[src/rtl/sqrt_pkg.sv]
// Shared types and constants for the round-robin square-root arbiter.
package sqrt_pkg;

   typedef enum logic [1:0] {
      S_IDLE    = 2'd0,
      S_ISSUE   = 2'd1,
      S_WAIT    = 2'd2,
      S_DELIVER = 2'd3
   } state_e;

   localparam int SQRT_WIDTH  = 32;
   localparam int SQRT_RES_W  = SQRT_WIDTH / 2;
   localparam int TIMEOUT_CYC = 64;

endpackage

[src/rtl/sqrt_arbiter_rr_picker.sv]
// Combinational round-robin picker: first set request at or after ptr_i, wrapping.
module rr_picker #(
   parameter int N_REQ = 4,
   parameter int PTR_W = (N_REQ > 1) ? $clog2(N_REQ) : 1
) (
   input  logic [N_REQ-1:0] req_i,
   input  logic [PTR_W-1:0] ptr_i,
   output logic [N_REQ-1:0] gnt_o,
   output logic             found_o
);

   logic [PTR_W-1:0] idx;

   always_comb begin
      gnt_o   = '0;
      found_o = 1'b0;
      idx     = '0;
      for (int i = 0; i < N_REQ; i++) begin
         idx = PTR_W'((int'(ptr_i) + i) % N_REQ);
         if (!found_o && req_i[idx]) begin
            found_o    = 1'b1;
            gnt_o[idx] = 1'b1;
         end
      end
   end

endmodule

[src/rtl/sqrt_arbiter.sv]
// Shares one square-root core among N_REQ clients with round-robin arbitration.
// Define SQRT_TIMEOUT_EN to add a WAIT watchdog that forces a zero result and raises err_o.
module sqrt_arbiter
   import sqrt_pkg::*;
#(
   parameter int N_REQ = 4,
   parameter int WIDTH = SQRT_WIDTH,
   parameter int RES_W = WIDTH / 2
) (
   input  logic                   clk_i,
   input  logic                   rst_i,
   input  logic [N_REQ-1:0]       req_i,
   input  logic [N_REQ*WIDTH-1:0] radicand_i,
   output logic [N_REQ-1:0]       grant_o,
   output logic [N_REQ-1:0]       done_o,
   output logic [RES_W-1:0]       result_o,
   output logic                   busy_o,
`ifdef SQRT_TIMEOUT_EN
   output logic                   err_o,
`endif
   output logic [WIDTH-1:0]       core_s_o,
   output logic                   core_doSqrt_o,
   input  logic                   core_valid_i,
   input  logic [RES_W-1:0]       core_sqrt_i
);

   localparam int PTR_W = (N_REQ > 1) ? $clog2(N_REQ) : 1;

   state_e             state_q, state_d;
   logic [PTR_W-1:0]   ptr_q, ptr_d;
   logic [N_REQ-1:0]   owner_q, owner_d;
   logic [WIDTH-1:0]   s_q, s_d;
   logic [RES_W-1:0]   result_q, result_d;
   logic [N_REQ-1:0]   pick_gnt;
   logic               pick_found;
   logic [PTR_W-1:0]   win_idx;
   logic               timeout_hit;

   rr_picker #(
      .N_REQ (N_REQ),
      .PTR_W (PTR_W)
   ) u_picker (
      .req_i   (req_i),
      .ptr_i   (ptr_q),
      .gnt_o   (pick_gnt),
      .found_o (pick_found)
   );

   always_comb begin
      win_idx = '0;
      for (int i = 0; i < N_REQ; i++) begin
         if (pick_gnt[i]) win_idx = PTR_W'(i);
      end
   end

`ifdef SQRT_TIMEOUT_EN
   localparam int CNT_W = $clog2(TIMEOUT_CYC) + 1;
   logic [CNT_W-1:0] cnt_q, cnt_d;
   logic             err_q, err_d;
   assign timeout_hit = (cnt_q == CNT_W'(TIMEOUT_CYC - 1)) && !core_valid_i;
`else
   assign timeout_hit = 1'b0;
`endif

   always_ff @(posedge clk_i) begin
      if (rst_i) begin
         state_q  <= S_IDLE;
         ptr_q    <= '0;
         owner_q  <= '0;
         s_q      <= '0;
         result_q <= '0;
`ifdef SQRT_TIMEOUT_EN
         cnt_q    <= '0;
         err_q    <= 1'b0;
`endif
      end else begin
         state_q  <= state_d;
         ptr_q    <= ptr_d;
         owner_q  <= owner_d;
         s_q      <= s_d;
         result_q <= result_d;
`ifdef SQRT_TIMEOUT_EN
         cnt_q    <= cnt_d;
         err_q    <= err_d;
`endif
      end
   end

   always_comb begin
      state_d = state_q;
      case (state_q)
         S_IDLE:    if (pick_found) state_d = S_ISSUE;
         S_ISSUE:   state_d = S_WAIT;
         S_WAIT:    if (core_valid_i || timeout_hit) state_d = S_DELIVER;
         S_DELIVER: state_d = S_IDLE;
         default:   state_d = S_IDLE;
      endcase
   end

   // Radicand is sampled only on the grant edge; the core sees it held until the next grant.
   always_comb begin
      ptr_d    = ptr_q;
      owner_d  = owner_q;
      s_d      = s_q;
      result_d = result_q;
`ifdef SQRT_TIMEOUT_EN
      cnt_d    = cnt_q;
      err_d    = err_q;
`endif
      case (state_q)
         S_IDLE: begin
            if (pick_found) begin
               owner_d = pick_gnt;
               s_d     = radicand_i[win_idx*WIDTH +: WIDTH];
               ptr_d   = (win_idx == PTR_W'(N_REQ - 1)) ? '0 : win_idx + PTR_W'(1);
            end
         end
         S_ISSUE: begin
`ifdef SQRT_TIMEOUT_EN
            cnt_d = '0;
`endif
         end
         S_WAIT: begin
            if (core_valid_i) begin
               result_d = core_sqrt_i;
            end
`ifdef SQRT_TIMEOUT_EN
            else if (timeout_hit) begin
               result_d = '0;
               err_d    = 1'b1;
            end else begin
               cnt_d = cnt_q + CNT_W'(1);
            end
`endif
         end
         S_DELIVER: begin
            owner_d = '0;
`ifdef SQRT_TIMEOUT_EN
            err_d   = 1'b0;
`endif
         end
         default: ;
      endcase
   end

   always_comb begin
      grant_o       = owner_q;
      done_o        = (state_q == S_DELIVER) ? owner_q : '0;
      core_doSqrt_o = (state_q == S_ISSUE);
      busy_o        = (state_q != S_IDLE);
      result_o      = result_q;
      core_s_o      = s_q;
`ifdef SQRT_TIMEOUT_EN
      err_o         = err_q;
`endif
   end

endmodule
[config.mk]
export PLATFORM = sky130hd
export DESIGN_NAME = sqrt_arbiter
export DESIGN_NICKNAME = d
export VERILOG_FILES = /design/src/rtl/sqrt_pkg.sv /design/src/rtl/sqrt_arbiter_rr_picker.sv /design/src/rtl/sqrt_arbiter.sv
export SDC_FILE = /design/constraint.sdc
export NUM_CORES = 1
export LEC_CHECK = 0
export ABC_AREA = 1
export CORE_UTILIZATION = 36
export DETAILED_ROUTE_END_ITERATION = 12
export GPL_TIMING_DRIVEN = 1
export PLACE_DENSITY = 0.77
export SLEW_MARGIN = 25
export SYNTH_ARGS = -nofsm -noshare
export SYNTH_HDL_FRONTEND = slang
export SYNTH_SLANG_ARGS = --single-unit
[constraint.sdc]
create_clock -name clk_i -period 2.11 [get_ports clk_i]
set_input_delay 0.422 -clock clk_i [delete_from_list [all_inputs] [get_ports clk_i]]
set_output_delay 0.422 -clock clk_i [all_outputs]
set_load 0.03 [all_outputs]
==> summary.txt <==
Synthesis
  • EDFF count, synth: 0
  • Avg Inst Size Synth: between 5 and 6 um^2
  • FFs w/ async S/R, synth: 0%
  • Top_reg_cell synth: dfxtp_1
  • Yosys warnings: 0
  • Sequential fraction of the synthesis area: between 20% and 30%
  • Syn_nets: about 840
  • Netlist Area Pre-Place: 0.00399 mm^2
  • Mapped Cells: 673
  • Post-synth cell types: 29
  • Yosys top cell by area: dfxtp_1
  • Post-synthesis sequential element count: 56
  • Top-area cell type share of the netlist area: 28.1%
  • Area contributors post-synth: dfxtp_1 28%, nand2_1 19%, inv_1 11%

Global routing
  • Gr ovfl total: 0
  • All-layer global routing usage: between 20 and 25%
  • Initial antenna violation count: 0
  • Number of global-route vias before repair: 4315
  • Largest net degree at the start of global routing: between 40 and 50
  • First-pass GRT wire length: 20.3 mm

Worst setup path
  • CP endpoint kind: flip-flop
  • R2r setup slk: -0.15 ns
  • Worst EP arrival: around 2.5 ns
  • Worst R2R Start: ptr_q[0]
  • Crit path max fanout: 7
  • Critical Setup Path Class: primary input to flip-flop
  • Setup crit start kind: primary input
  • End of the worst register-to-register path: core_s_o[26]
  • Worst EP required: between 2 and 2.5 ns
  • Worst r2r path cells: 17

Place
  • Post-DP Area: 0.00647 mm^2
  • Post-DP HPWL: between 9 and 10 mm
  • Port bufs: around 210
  • Routability cong.: between 0.8 and 0.9

Min path
  • Hold EP: grant_o[1]
  • Cell depth of the worst hold path: 2
  • Worst hold path type: flip-flop to flip-flop
  • HP Start: grant_o[1]

Clocking
  • Htree depth: 2
  • Clock Sink Count: 56
  • Num CTS Buffers: 5
  • Longest Clk Path Bufs: 2
  • Worst-path clk slew: between 0.1 and 0.15 ns
  • CTS Root Cell: clkbuf_8
  • CTS tree: built
  • Clock Latency Late Sink: around 0.32 ns

Pwr
  • Internal Pwr Total: 0.00612 W
  • Sw power: about 0.0063 W
  • Leak pwr: between 3 and 4 nW
  • Clock share of power: ~5.2%
  • Pwr Total: approximately 0.012 W
  • Sw frac: between 50% and 60%
  • VDD IR-drop max: ~0.00094 V
  • Pwr/cell area: ~1800 mW/mm^2
  • Reg power frac: a little over an eighth
  • Comb power frac: about four fifths

Routing
  • Total number of vias: roughly 4800
  • Initial DRC Count: 202
  • ANT nets after route: 0
  • Post-Route WL: 13.4 mm
  • DR WL/cell: between 10 and 15 um
  • Drc violations: 0
  • First-pass iteration count of the detailed router: 5
  • Vias per inst: roughly 4.6

Cells and area
  • Area delta synth->final: 76.2%
  • Nets@finish: 1065
  • Fill count: 1000
  • ANT cells: 0
  • Share of layout cells above drive strength 1: about 17%
  • Design area: about 0.0070 mm^2

Outcome
  • Status: complete, but fails checks
  • Failing checks: setup timing

Timing
  • Setup violators final: 32
  • Min Clock Period, post-route: between 2 and 2.5 ns
  • Worst-Margin Slew: between 0.5 and 0.6 ns
  • Setup tns final: -3.46 ns
  • Final period util: 107%
  • Relative slew slack: 66.6%
  • RSZ-0062 raised after global routing: yes
  • Fmax: ~440 MHz
  • Number of hold violations in the final report: 0
  • Slew Limit Fails: 0
  • Setup ws final: -0.151 ns
  • Max Clock Skew: about 0.017 ns

Floorplan
  • Num rows: 38
  • CORE AREA: between 0.01 and 0.015 mm^2
  • I/O pins: between 200 and 250
  • Starting Density: 36.8%
  • Die Height: approximately 110 um
  • Die area: 0.0115 mm^2
  • Die width: around 110 um

Job
  • Total of max-cap violations: 0
## registers in the layout, summed over array words and instances (netlist names)
signal and flops:
core_s_o 32, result_o 16, grant_o 4, ptr_q 2
state_q 2
## worst max-delay path, cell delays in order
cell             delay, ns
clkdlybuf4s50_1       0.46
nand2_2               0.11
nand3_2               0.10
nand2_4               0.12
inv_2                 0.07
nand2_1               0.05
nand2_1               0.06
clkinv_1              0.05
nand2_2               0.07
nor2_4                0.16
buf_12                0.13
nand2_8               0.10
buf_12                0.15
buf_4                 0.13
a21oi_2               0.12
nand2_1               0.08
a21oi_1               0.13
## synthesized netlist by cell type (4+ instances only)
cell      instances
o21ai_0          71
ha_1             11
inv_1           119
dfxtp_1          56
nor2_1           60
a21oi_1          46
buf_4             4
buf_6             7
buf_2             8
nand2_1         203
nand3_1          20
nand2_2           6
clkbuf_1         13
nand3b_1          6
a21oi_2          20
## how the worst max path moves through the flow
stage / from / endpoint / slack [ns] / cells after the start
2_1_floorplan: ptr_q[0] / core_s_o[0] / 0.0002 / 17
3_3_place_gp: req_i[1] / core_s_o[27] / -0.40 / 14
3_5_place_dp: req_i[1] / core_s_o[27] / -0.45 / 14
4_1_cts: ptr_q[0] / core_s_o[27] / -0.06 / 15
5_1_grt: req_i[0] / core_s_o[5] / -0.27 / 15
6_report: req_i[3] / core_s_o[26] / -0.15 / 17
## cells by family (layout without fill, tap and decap cells)
group                      count (synthesis)  in the layout  synth area share, %
AOI/OAI and AO/OA                        143            143                 20.0
adders and majority gates                 11             11                 3.45
buffers and inverters                    158            389                 16.9
DFF                                       56             56                 28.1
and+or+nand+nor                          305            305                 31.5
## power groups by stage
| stage | Sequential (W) | Clock [W] | Combinational, W |
|---|---|---|---|
| after detailed placement | 0.00164 | 0 | 0.00833 |
| after floorplan | 0.00222 | 0 | 0.00487 |
| after global placement | 0.00163 | 0 | 0.00826 |
| after global routing | 0.00166 | 0.000707 | 0.0110 |
| after CTS | 0.00162 | 0.000661 | 0.00851 |
| final | 0.00162 | 0.000645 | 0.0101 |
## per-layer routing
metal / part of all wire [%] / routed length [um] / up-vias / track usage [%]
li1: - / - / 2512 / -
met1: 43 / 5820 / 2128 / 26.6
met2: 49 / 6580 / 156 / 39.0
met3: 6.8 / 914 / 6 / 5.33
met4: 0.79 / 106 / 0 / 4.99
met5: 0 / 0 / - / 0
## area by class of cell
cell class              instances  area [um^2]  area share (%)
inverters                     124          475            6.76
repair buffers                257         2690            38.2
clock buffers                   5         68.8           0.978
multi-input cells             459         2470            35.2
well taps                     140          175            2.49
clock inverters                 3         26.3           0.374
flip-flops and latches         56         1130            16.0
## through the flow
step | utilization [%] | worst slack, ns | instances | hold WS [ns]
finish | 64.9 | -0.151 | 1044 | 0.492
global route | 64.9 | -0.273 | 1044 | 0.516
CTS | 61.1 | -0.0630 | 1034 | 0.492
detailed placement | 59.7 | -0.453 | 1025 | 0.472
global placement | 59.7 | -0.405 | 1025 | 0.461
floorplan | - | 0.000161 | 673 | 0.513
## layout by cell type (no fill, tap or decap), types with 13 or more instances in the layout
cell type / synthesis / final
nand2_2: 6 / 23
nand2_4: 1 / 13
dfxtp_1: 56 / 54
nor2_1: 60 / 57
o21ai_0: 71 / 70
buf_4: 4 / 28
a21oi_1: 46 / 32
nand3_1: 20 / 16
clkdlybuf4s50_1: 0 / 201
nand2_1: 203 / 172
inv_1: 119 / 117
a21oi_2: 20 / 34
## what timing repair did
action / CTS / global route
hold buffers: 0 / 0
setup buffers: 1 / 5
gates resized for setup: 21 / 63
endpoints found under the setup margin: 39 / 34
pin swaps: 0 / 16
cloned: 0 / 6
(Power assumes the default switching activity.)
